File: src/rtl/vending_core_param.sv
// vending_core_param -- parameterised vending controller core.
//
// Accumulates coin credit (saturating), tracks a wrapping item selection,
// checks purchases against a run-time price table and per-item stock, and
// holds dispense/refund for DISPENSE_CYCLES cycles before returning to IDLE.
//
// Ports:
//   clk            rising-edge system clock
//   reset          asynchronous active-low reset
//   coin_5/10/25   single-cycle coin pulses (values add when coincident)
//   next_item      advance selection (wraps)
//   select/cancel  purchase / refund requests (cancel wins)
//   restock        reload every stock counter to INIT_STOCK
//   price_table    packed prices, item i at [i*CREDIT_W +: CREDIT_W]
//   selected_item  current selection
//   total/change   current credit / change or refund amount
//   dispense/refund high throughout DISPENSING / REFUNDING
//   coin_return    one-cycle pulse for a coin rejected while busy
//   sold_out       stock of the selected item is zero (combinational)
//   stock_level    stock of the selected item
//   state          IDLE=00 COLLECTING=01 DISPENSING=10 REFUNDING=11

// Per-item stock counter; restock has priority over a decrement.
module vending_stock_ctr #(
  parameter int STOCK_W    = 4,
  parameter int INIT_STOCK = 5
) (
  input  logic               clk,
  input  logic               reset,
  input  logic               i_restock,
  input  logic               i_dec,
  output logic [STOCK_W-1:0] o_stock
);
  logic [STOCK_W-1:0] r_stock;

  always_ff @(posedge clk or negedge reset) begin
    if (!reset)         r_stock <= STOCK_W'(INIT_STOCK);
    else if (i_restock) r_stock <= STOCK_W'(INIT_STOCK);
    else if (i_dec)     r_stock <= r_stock - 1'b1;
  end

  assign o_stock = r_stock;
endmodule

module vending_core_param #(
  parameter int NUM_ITEMS       = 4,
  parameter int CREDIT_W        = 8,
  parameter int STOCK_W         = 4,
  parameter int INIT_STOCK      = 5,
  parameter int DISPENSE_CYCLES = 125_000_000
) (
  input  logic                          clk,
  input  logic                          reset,
  input  logic                          coin_5,
  input  logic                          coin_10,
  input  logic                          coin_25,
  input  logic                          next_item,
  input  logic                          select,
  input  logic                          cancel,
  input  logic                          restock,
  input  logic [NUM_ITEMS*CREDIT_W-1:0] price_table,
  output logic [$clog2(NUM_ITEMS)-1:0]  selected_item,
  output logic [CREDIT_W-1:0]           total,
  output logic [CREDIT_W-1:0]           change,
  output logic                          dispense,
  output logic                          refund,
  output logic                          coin_return,
  output logic                          sold_out,
  output logic [STOCK_W-1:0]            stock_level,
  output logic [1:0]                    state
);
  localparam int SEL_W = $clog2(NUM_ITEMS);
  localparam int TMR_W = $clog2(DISPENSE_CYCLES + 1);
  // Headroom for credit + a 40-unit coin burst before saturation.
  localparam int SUM_W = CREDIT_W + 7;
  localparam logic [CREDIT_W-1:0] CMAX = {CREDIT_W{1'b1}};

  typedef enum logic [1:0] {
    S_IDLE = 2'b00,
    S_COLL = 2'b01,
    S_DISP = 2'b10,
    S_REF  = 2'b11
  } state_t;

  state_t              r_state, w_nstate;
  logic [SEL_W-1:0]    r_sel, w_nsel;
  logic [CREDIT_W-1:0] r_total, w_ntotal;
  logic [CREDIT_W-1:0] r_change, w_nchange;
  logic [TMR_W-1:0]    r_timer, w_ntimer;
  logic                r_disp, r_ref, r_coin_ret;
  logic                w_buy;

  logic [NUM_ITEMS-1:0][CREDIT_W-1:0] w_prices;
  logic [NUM_ITEMS-1:0][STOCK_W-1:0]  w_stock;
  logic [NUM_ITEMS-1:0]               w_dec;

  logic                w_coin_any, w_accept, w_can_buy;
  logic [SUM_W-1:0]    w_coin_val, w_sum, w_rem;
  logic [CREDIT_W-1:0] w_price, w_sum_sat, w_rem_sat;

  assign w_prices   = price_table;
  assign w_price    = w_prices[r_sel];
  assign w_coin_any = coin_5 | coin_10 | coin_25;
  assign w_accept   = (r_state == S_IDLE) || (r_state == S_COLL);

  assign w_coin_val = (coin_5  ? SUM_W'(5)  : '0)
                    + (coin_10 ? SUM_W'(10) : '0)
                    + (coin_25 ? SUM_W'(25) : '0);
  // Coins coinciding with select/cancel are folded into change, so both
  // the credit and the purchase remainder use the post-coin sum.
  assign w_sum      = SUM_W'(r_total) + w_coin_val;
  assign w_rem      = w_sum - SUM_W'(w_price);
  assign w_sum_sat  = (w_sum > SUM_W'(CMAX)) ? CMAX : w_sum[CREDIT_W-1:0];
  assign w_rem_sat  = (w_rem > SUM_W'(CMAX)) ? CMAX : w_rem[CREDIT_W-1:0];
  // Affordability is judged on the pre-coin credit.
  assign w_can_buy  = (r_total >= w_price) && (w_stock[r_sel] != '0);

  genvar gi;
  generate
    for (gi = 0; gi < NUM_ITEMS; gi++) begin : g_stock
      assign w_dec[gi] = w_buy && (r_sel == SEL_W'(gi));
      vending_stock_ctr #(
        .STOCK_W   (STOCK_W),
        .INIT_STOCK(INIT_STOCK)
      ) u_ctr (
        .clk      (clk),
        .reset    (reset),
        .i_restock(restock),
        .i_dec    (w_dec[gi]),
        .o_stock  (w_stock[gi])
      );
    end
  endgenerate

  always_comb begin
    w_nstate  = r_state;
    w_nsel    = r_sel;
    w_ntotal  = r_total;
    w_nchange = r_change;
    w_ntimer  = r_timer;
    w_buy     = 1'b0;
    if (w_accept && next_item)
      w_nsel = (r_sel == SEL_W'(NUM_ITEMS - 1)) ? '0 : r_sel + 1'b1;
    case (r_state)
      S_IDLE: begin
        w_ntotal = w_sum_sat;
        if (w_coin_any) w_nstate = S_COLL;
      end
      S_COLL: begin
        if (cancel) begin
          w_nstate  = S_REF;
          w_nchange = w_sum_sat;
          w_ntotal  = '0;
          w_ntimer  = TMR_W'(DISPENSE_CYCLES);
        end else if (select && w_can_buy) begin
          w_nstate  = S_DISP;
          w_nchange = w_rem_sat;
          w_ntotal  = '0;
          w_ntimer  = TMR_W'(DISPENSE_CYCLES);
          w_buy     = 1'b1;
        end else begin
          w_ntotal = w_sum_sat;
        end
      end
      default: begin
        // Entered with timer=DISPENSE_CYCLES; leaving on 1 gives exactly
        // DISPENSE_CYCLES cycles in the busy state.
        if (r_timer == TMR_W'(1)) begin
          w_nstate  = S_IDLE;
          w_nchange = '0;
          w_ntimer  = '0;
        end else begin
          w_ntimer = r_timer - 1'b1;
        end
      end
    endcase
  end

  always_ff @(posedge clk or negedge reset) begin
    if (!reset) begin
      r_state    <= S_IDLE;
      r_sel      <= '0;
      r_total    <= '0;
      r_change   <= '0;
      r_timer    <= '0;
      r_disp     <= 1'b0;
      r_ref      <= 1'b0;
      r_coin_ret <= 1'b0;
    end else begin
      r_state    <= w_nstate;
      r_sel      <= w_nsel;
      r_total    <= w_ntotal;
      r_change   <= w_nchange;
      r_timer    <= w_ntimer;
      r_disp     <= (w_nstate == S_DISP);
      r_ref      <= (w_nstate == S_REF);
      r_coin_ret <= w_coin_any && !w_accept;
    end
  end

  assign state         = r_state;
  assign selected_item = r_sel;
  assign total         = r_total;
  assign change        = r_change;
  assign dispense      = r_disp;
  assign refund        = r_ref;
  assign coin_return   = r_coin_ret;
  assign stock_level   = w_stock[r_sel];
  assign sold_out      = (w_stock[r_sel] == '0);
endmodule

File: config.mk
export PLATFORM = sky130hd
export DESIGN_NAME = vending_core_param
export DESIGN_NICKNAME = d
export VERILOG_FILES = /design/src/rtl/vending_core_param.sv
export SDC_FILE = /design/constraint.sdc
export NUM_CORES = 1
export LEC_CHECK = 0
export CAP_MARGIN = 0
export CORE_ASPECT_RATIO = 0.9
export CORE_MARGIN = 4
export CORE_UTILIZATION = 44
export CTS_CLUSTER_DIAMETER = 150
export DETAILED_ROUTE_END_ITERATION = 16
export PLACE_DENSITY = 0.69
export SLEW_MARGIN = 5
export SYNTH_ARGS = -nofsm -noshare
export SYNTH_HDL_FRONTEND = slang
export SYNTH_SLANG_ARGS = --single-unit
File: constraint.sdc
create_clock -name clk -period 3.3 [get_ports clk]
set_input_delay 0.495 -clock clk [delete_from_list [all_inputs] [get_ports clk]]
set_output_delay 0.495 -clock clk [all_outputs]
set_load 0.05 [all_outputs]
==> key figures, run 1 <==
Layout
  • Post-layout nets: 715
  • Antenna diodes: 0
  • Register area: 0.001670 mm^2
  • Fin util: 60.49%
  • Layout cells sized above 1: 26.21%
  • Layout Cells excl Fill: 774
  • Area of the multi-input gates: 0.003087 mm^2
  • P&R area growth vs syn: 34.79%
  • FILL cells: 930

Timing
  • Count of final max-slew check failures: 0
  • Setup violations, final: 8
  • Max-slew headroom: 31.89%
  • Max Clk Rate: 0.2843 GHz
  • Final hold vios: 0
  • Clock Skews: 0.007680 ns
  • Setup ws final: -0.2179 ns
  • Period utilization: 106.6%
  • Final worst path period need: 3.518 ns
  • RSZ-0062 raised after global routing: yes
  • Total negative setup slack: -1.221 ns
  • Measured slew at the worst slew-check pin: 1.022 ns

Clocking
  • CTS buffer count: 9
  • CTS tree: built
  • Clock root buffer: clkbuf_16
  • Clock transition at path regs: 0.06 ns
  • Htree depth: 3
  • CTS Sinks: 66
  • Clock tree buffer depth: 2
  • Worst skew pair latency: 0.33 ns

Route
  • DR vias: 4654
  • WL per Instance: 18.02 um
  • Residual DRC: 0
  • Drt initial violations: 395
  • Drt first pass iters: 7
  • Via-to-Cell Ratio: 6.013
  • Final WL: 13950 um
  • Final ANT Viol Nets: 0

Synthesis
  • Synth area leader: dfrtp_1
  • Top cells by area, synth: dfrtp_1, ha_1, mux4_2
  • Mapped Nets: 593
  • Syn Area/Cell: 9.438 um^2
  • Post-synth top area share: 29.92%
  • Seq/Total Area, Yosys: 34.25%
  • Main synth FF type: dfrtp_1
  • Warnings from Yosys: 0
  • Count leader, synth: dfrtp_1
  • Post-Syn Instances: 514
  • Synth cell types: 71
  • Post-synth top cells: dfrtp_1, nor2_1, ha_1
  • FF+latch count, synth: 66
  • Ys async rst share: 100.0%
  • Mapped Area: 0.004851 mm^2
  • Number of flops mapped to enable cells by yosys: 0

Critical path
  • Worst path cell trace: fa_2 -> ha_4 -> fa_2 -> a21o_1 -> a21oi_2 -> xnor2_2 -> ha_1 -> o21a_1 -> o21a_2 -> a2111oi_4 -> buf_6 -> nor3_1 -> o31ai_1
  • Critical path's largest stage delay: 0.42 ns
  • Crit start category: flip-flop
  • Top Family by Delay on Critical Path: compound AO/OA/AOI/OAI gates
  • Crit-path max FO: 7
  • Worst Path Buf+Inv: 1
  • Worst path most repeated cell: fa_2
  • Path type of the worst setup path: reg2reg
  • Worst setup EP type: flip-flop
  • Worst Path Arrival: 3.75 ns
  • Slowest-stage cell, CP: dfrtp_2
  • Worst Path Required: 3.53 ns

Global routing
  • Number of global-route vias before repair: 4684
  • Largest net degree at the start of global routing: 44
  • Total grt overflow: 0
  • Tot GR Track Use: 22.76%
  • Antenna violations before repair: 0
  • Global-route wire length before repair: 23470 um

Pwr
  • Clock share of power: 39.4%
  • Pwr Density: 366.2 mW/mm^2
  • Overall power: 2.395 mW
  • P_leak: 2.687 nW
  • Combinational share of power: 26.2%
  • Reg power frac: 34.3%
  • Sw Share: 28.59%
  • Psw: 684.7 uW
  • Peak supply drop: 0.2428 mV
  • P_int: 1.710 mW

Job
  • MaxCap Viol Count: 0

Floorplan
  • Core Box Area: 0.01081 mm^2
  • Die footprint: 0.01277 mm^2
  • Row cnt: 36
  • Die height: 107.6 um
  • # IOs: 69
  • Initial core utilization: 44.87%
  • Die Wd: 118.7 um

Placed design
  • GPL Wtd Cong: 0.8940
  • Dpl cells: 753
  • Post-DP HPWL: 10450 um
  • Port Buffers: 68

Status
  • Failing checks: negative setup slack
  • Status: finished with violations

Hold path
  • Worst hold-check path type: in2async
-- through the flow --
stage | area [um^2] | hold WS [ns] | setup WS (ns)
after global routing | 6539 | 0.4352 | -0.3576
after detailed placement | 6101 | 0.5342 | -0.8769
after global placement | 6101 | 0.5079 | -0.7418
after CTS | 6491 | 0.3713 | -0.2040
after floorplan | 4910 | 0.1994 | -0.1458
final | 6539 | 0.3450 | -0.2179
-- logic make-up after synthesis --
kind of cell,count (synthesis),synth area share (%)
AO/OA/AOI/OAI,162,23.68
AND/OR/NAND/NOR,159,17.18
multiplexers,17,6.706
XOR/XNOR,12,2.167
flip-flops,66,34.25
buffers and inverters,60,5.597
adder cells (fa/ha/maj),38,10.42
-- repair_timing --
action,CTS,global route
gates resized for setup,25,12
endpoints found under the setup margin,8,9
hold buffers,0,0
buffers inserted,7,0
pin swaps,16,15
-- sequential cells by signal, summed over array words and instances, names as in the netlist --
register and count:
dispense 1, g_stock.u_ctr.o_stock 16, change 8, refund 1, r_timer 27, coin_return 1
selected_item 2, total 8, state 2
-- area by class of cell --
class / instances / share of cell area [%]
timing repair buffer: 138 / 18.41
tap: 133 / 2.545
inverter: 33 / 1.894
sequential: 66 / 25.55
clock inverter: 5 / 0.8419
multi-input combinational: 388 / 47.21
clock buffer: 11 / 3.559
-- power by group through the flow --
| stage | sequential, mW | combinational, mW | clock (mW) |
|---|---|---|---|
| 2_1_floorplan | 0.850 | 0.295 | 0 |
| 5_1_grt | 0.823 | 0.685 | 0.992 |
| 3_3_place_gp | 0.836 | 0.553 | 0 |
| 4_1_cts | 0.822 | 0.603 | 0.961 |
| 3_5_place_dp | 0.836 | 0.565 | 0 |
| 6_report | 0.822 | 0.629 | 0.944 |
-- per-layer routing --
metal	wire (um)	part of all wire, %	track usage (%)	up-vias
li1	-	-	-	2175
met1	6219	45	30.09	2268
met2	6544	47	37.65	173
met3	759	5.4	3.941	38
met4	425	3.0	8.519	0
met5	0	0	0	-
-- worst paths after layout --
| check | start | end | slack [ns] | cells past startpoint |
|---|---|---|---|---|
| min | reset | change[3]$_DFFE_PN0P_ | 0.35 | 1 |
| max in group asynchronous | reset | total[0]$_DFFE_PN0N_ | 2.18 | 2 |
| min in group clk | coin_5 | coin_return$_DFF_PN0_ | 0.54 | 3 |
| max | total[0]$_DFFE_PN0N_ | change[4]$_DFFE_PN0P_ | -0.22 | 13 |
| max reg2reg | total[0]$_DFFE_PN0N_ | change[4]$_DFFE_PN0P_ | -0.22 | 13 |
| min reg2reg | change[4]$_DFFE_PN0P_ | change[4]$_DFFE_PN0P_ | 0.55 | 2 |
-- placed cells by master, fill, tap and decap left out, types with 10 or more instances in the layout --
cell type and instances:
o21ai_0 15, mux4_2 12, a21oi_1 28, inv_1 30, a31o_2 10, nand2_1 33
clkdlybuf4s50_1 63, o21ai_1 12, dfrtp_1 53, nor3_1 22, o31ai_1 11, a21o_1 17
a31oi_1 10, nand3_1 17, ha_1 29, nor2_1 38, buf_4 68
No activity file was read; power rests on OpenSTA's default activity.
==> inputs of run 2 (changes only) <==
--- a/config.mk
+++ b/config.mk
@@ -9,7 +9,7 @@
 export CORE_ASPECT_RATIO = 0.9
 export CORE_MARGIN = 4
 export CORE_UTILIZATION = 44
-export CTS_CLUSTER_DIAMETER = 150
+export CTS_CLUSTER_DIAMETER = 120
 export DETAILED_ROUTE_END_ITERATION = 16
 export PLACE_DENSITY = 0.69
 export SLEW_MARGIN = 5
==> results of run 2 <==
Same layout as run 1: the final DEF is identical, and so are final timing and power.
==> inputs of run 3 (changes only) <==
--- a/config.mk
+++ b/config.mk
@@ -5,13 +5,14 @@
 export SDC_FILE = /design/constraint.sdc
 export NUM_CORES = 1
 export LEC_CHECK = 0
+export ABC_CLOCK_PERIOD_IN_PS = 3300
 export CAP_MARGIN = 0
 export CORE_ASPECT_RATIO = 0.9
 export CORE_MARGIN = 4
-export CORE_UTILIZATION = 44
+export CORE_UTILIZATION = 50
 export CTS_CLUSTER_DIAMETER = 120
 export DETAILED_ROUTE_END_ITERATION = 16
-export PLACE_DENSITY = 0.69
+export PLACE_DENSITY = 0.77
 export SLEW_MARGIN = 5
 export SYNTH_ARGS = -nofsm -noshare
 export SYNTH_HDL_FRONTEND = slang
==> run 3 against run 2 <==
Effect of this change:
- the run still ends with negative setup slack left
- fmax down 2.8%
- sequential share of layout area up 0.17 points
- first-iteration DRC count down 7.6%
- clock power down 31%
- cell count down 0.78%
- global-route usage up 3.1 points
- wire length up 5.8%
==> key figures, run 3 (synthesis results as in run 1) <==
Critical path
  • R2R depth: 14 (+1)
  • Worst Path Buf+Inv: 2 (+1)
  • Worst path most repeated cell: fa_2
  • Slowest-stage cell, CP: dfrtp_2
  • Top Family by Delay on Critical Path: compound AO/OA/AOI/OAI gates
  • Crit start category: flip-flop
  • Critical path's largest stage delay: 0.43 ns (about the same)
  • R2R Setup Slk: -0.32 ns (-0.10 ns)
  • Path type of the worst setup path: reg2reg
  • Worst R2R End: change[6]$_DFFE_PN0P_
  • Crit-path max FO: 7 (unchanged)
  • Worst Path Arrival: 3.87 ns (+0.12 ns)
  • Worst setup EP type: flip-flop
  • Worst path cell trace: fa_2 -> ha_4 -> fa_2 -> a21o_1 -> a21oi_2 -> xnor2_2 -> ha_1 -> o21a_1 -> o21a_2 -> a2111oi_4 -> buf_6 -> buf_4 -> nor3_1 -> o22ai_1
  • Worst r2r src: total[0]$_DFFE_PN0N_
  • Worst Path Required: 3.55 ns (+0.02 ns)

Route
  • DR vias: 4754 (+2.1%)
  • Drt initial violations: 365 (-7.6%)
  • WL per Instance: 19.21 um (+6.6%)
  • Residual DRC: 0 (unchanged)
  • Final ANT Viol Nets: 0 (unchanged)
  • Final WL: 14750 um (+5.8%)
  • Drt first pass iters: 5 (-2)
  • Via-to-Cell Ratio: 6.190 (+2.9%)

Global routing
  • Number of global-route vias before repair: 4529 (-3.3%)
  • Total grt overflow: 0 (unchanged)
  • Largest net degree at the start of global routing: 41 (-6.8%)
  • Global-route wire length before repair: 23270 um (-0.85%)
  • Grt met1 use: 33.75% (+3.7 points)
  • Tot GR Track Use: 25.83% (+3.1 points)
  • Met2 usage: 43.18% (+5.5 points)
  • Busiest grt layer: met2
  • Grt met3 use: 5.317% (+1.4 points)
  • Antenna violations before repair: 0 (unchanged)

Clocking
  • CTS buffer count: 9 (unchanged)
  • Htree depth: 3 (unchanged)
  • CTS tree: built
  • CTS Sinks: 66 (unchanged)
  • Hold-fix buffers at CTS: 0 (unchanged)
  • Worst skew pair latency: 0.34 ns (about the same)
  • Clock transition at path regs: 0.08 ns (+0.02 ns)
  • Clock tree buffer depth: 2 (unchanged)
  • Clock root buffer: clkbuf_8

Placed design
  • GPL Wtd Cong: 0.9257 (+3.5%)
  • Port Buffers: 68 (unchanged)
  • Post-DP HPWL: 10490 um (+0.46%)
  • Dpl ws: -0.8355 ns (+0.04134 ns)

Status
  • Failing checks: negative setup slack
  • Status: finished with violations

Floorplan
  • Die Wd: 111.8 um (-5.8%)
  • Core Box Area: 0.009290 mm^2 (-14%)
  • Die footprint: 0.01134 mm^2 (-11%)
  • # IOs: 69 (unchanged)
  • Die height: 101.4 um (-5.7%)
  • Initial core utilization: 52.22% (+7.3 points)
  • Row cnt: 33 (-8.3%)

Layout
  • P&R area growth vs syn: 33.71%
  • Largest Register: r_timer
  • Layout cells sized above 1: 26.63% (+0.42 points)
  • Antenna diodes: 0 (unchanged)
  • Commonest non-fill, non-tap cell in the layout: buf_4
  • Max reg flops: 27 (unchanged)
  • Post-layout nets: 720 (+0.70%)
  • Most frequent cells in the layout: buf_4, clkdlybuf4s50_1, dfrtp_1

Job
  • MaxCap Viol Count: 0 (unchanged)

Timing
  • Setup violations, final: 8 (unchanged)
  • Worst hold slack: 0.1754 ns (-0.1696 ns)
  • Final hold vios: 0 (unchanged)
  • Clock Skews: 0.007102 ns (-0.0005785 ns)
  • Count of final max-slew check failures: 0 (unchanged)
  • Setup ws final: -0.3189 ns (-0.1010 ns)
  • Period utilization: 109.7% (+3.1 points)
  • RSZ-0062 raised after global routing: yes
  • Max-slew headroom: 56.17% (+24 points)
  • Final worst path period need: 3.619 ns (+0.1010 ns)
  • Measured slew at the worst slew-check pin: 0.6554 ns (-0.3662 ns)
  • Max Clk Rate: 0.2763 GHz (-2.8%)

Pwr
  • Pwr Density: 334.8 mW/mm^2 (-8.6%)
  • P_leak: 2.683 nW (-0.15%)
  • Peak supply drop: 0.1920 mV (-21%)

Hold path
  • Worst hold-check path type: in2async
run 3: changes by cell type in the layout (fill, tap and decap cells not counted), sizes merged:
cell | before | now
clkinvlp | 2 | 1
buf | 74 | 78
clkbuf | 12 | 15
clkinv | 2 | 1
bufinv | 1 | 0
clkdlybuf4s15 | 0 | 1
run 3: final cells by class:
type | instances | area [um^2]
clock buffer | 14 | 172.7
clock inverter | 2 | 12.51
fill | 714 | 2804
inverter | 33 | 123.9
multi-input combinational | 388 | 3093
sequential | 66 | 1668
tap | 122 | 152.6
timing repair buffer | 143 | 1264
run 3: worst max-delay path by stage:
stage | endpoint | slack, ns | cells after the start | startpoint
floorplan | change[2]$_DFFE_PN0P_ | -0.15 | 12 | total[0]$_DFFE_PN0N_
global placement | change[1]$_DFFE_PN0P_ | -0.73 | 17 | coin_10
detailed placement | change[2]$_DFFE_PN0P_ | -0.84 | 15 | coin_25
CTS | change[2]$_DFFE_PN0P_ | -0.16 | 13 | total[0]$_DFFE_PN0N_
global route | change[6]$_DFFE_PN0P_ | -0.39 | 14 | total[0]$_DFFE_PN0N_
finish | change[6]$_DFFE_PN0P_ | -0.32 | 14 | total[0]$_DFFE_PN0N_
run 3: what timing repair did:
| action | CTS | global route |
|---|---|---|
| cloned | 0 | 0 |
| buffers inserted | 6 | 7 |
| resized for setup | 26 | 12 |
| endpoints found under the setup margin | 8 | 9 |
| pin swaps | 16 | 17 |
run 3: report_power, final:
part	switching [mW]	leakage [nW]	internal (mW)
Combinational	0.354	1.85	0.342
Sequential	0.00609	0.743	0.814
Clock	0.320	0.0927	0.335
Total	0.680	2.68	1.49
run 3: worst reg2reg max path, stage by stage, from the launching register on:
cell	delay, ns
dfrtp_2	0.43
fa_2	0.38
ha_4	0.18
fa_2	0.34
a21o_1	0.19
a21oi_2	0.18
xnor2_2	0.11
ha_1	0.33
o21a_1	0.23
o21a_2	0.25
a2111oi_4	0.37
buf_6	0.19
buf_4	0.12
nor3_1	0.04
o22ai_1	0.18
run 3: metal layers:
metal,vias to the layer above,part of all wire [%]
met5,-,0
met4,0,3.2
met3,39,7.4
met2,199,48
met1,2320,41
li1,2196,-
run 3: per-stage QoR:
stage / util, % / total power, mW / setup TNS, ns / cells / cell area [um^2]
after floorplan: - / 1.145 / -0.9767 / 514 / 4910
after global placement: 65.58 / 1.401 / -6.054 / 741 / 6092
after detailed placement: 65.58 / 1.415 / -7.466 / 741 / 6092
after CTS: 68.73 / 2.109 / -0.9749 / 761 / 6385
after global routing: 69.82 / 2.267 / -2.899 / 768 / 6486
final: 69.82 / 2.171 / -1.941 / 768 / 6486
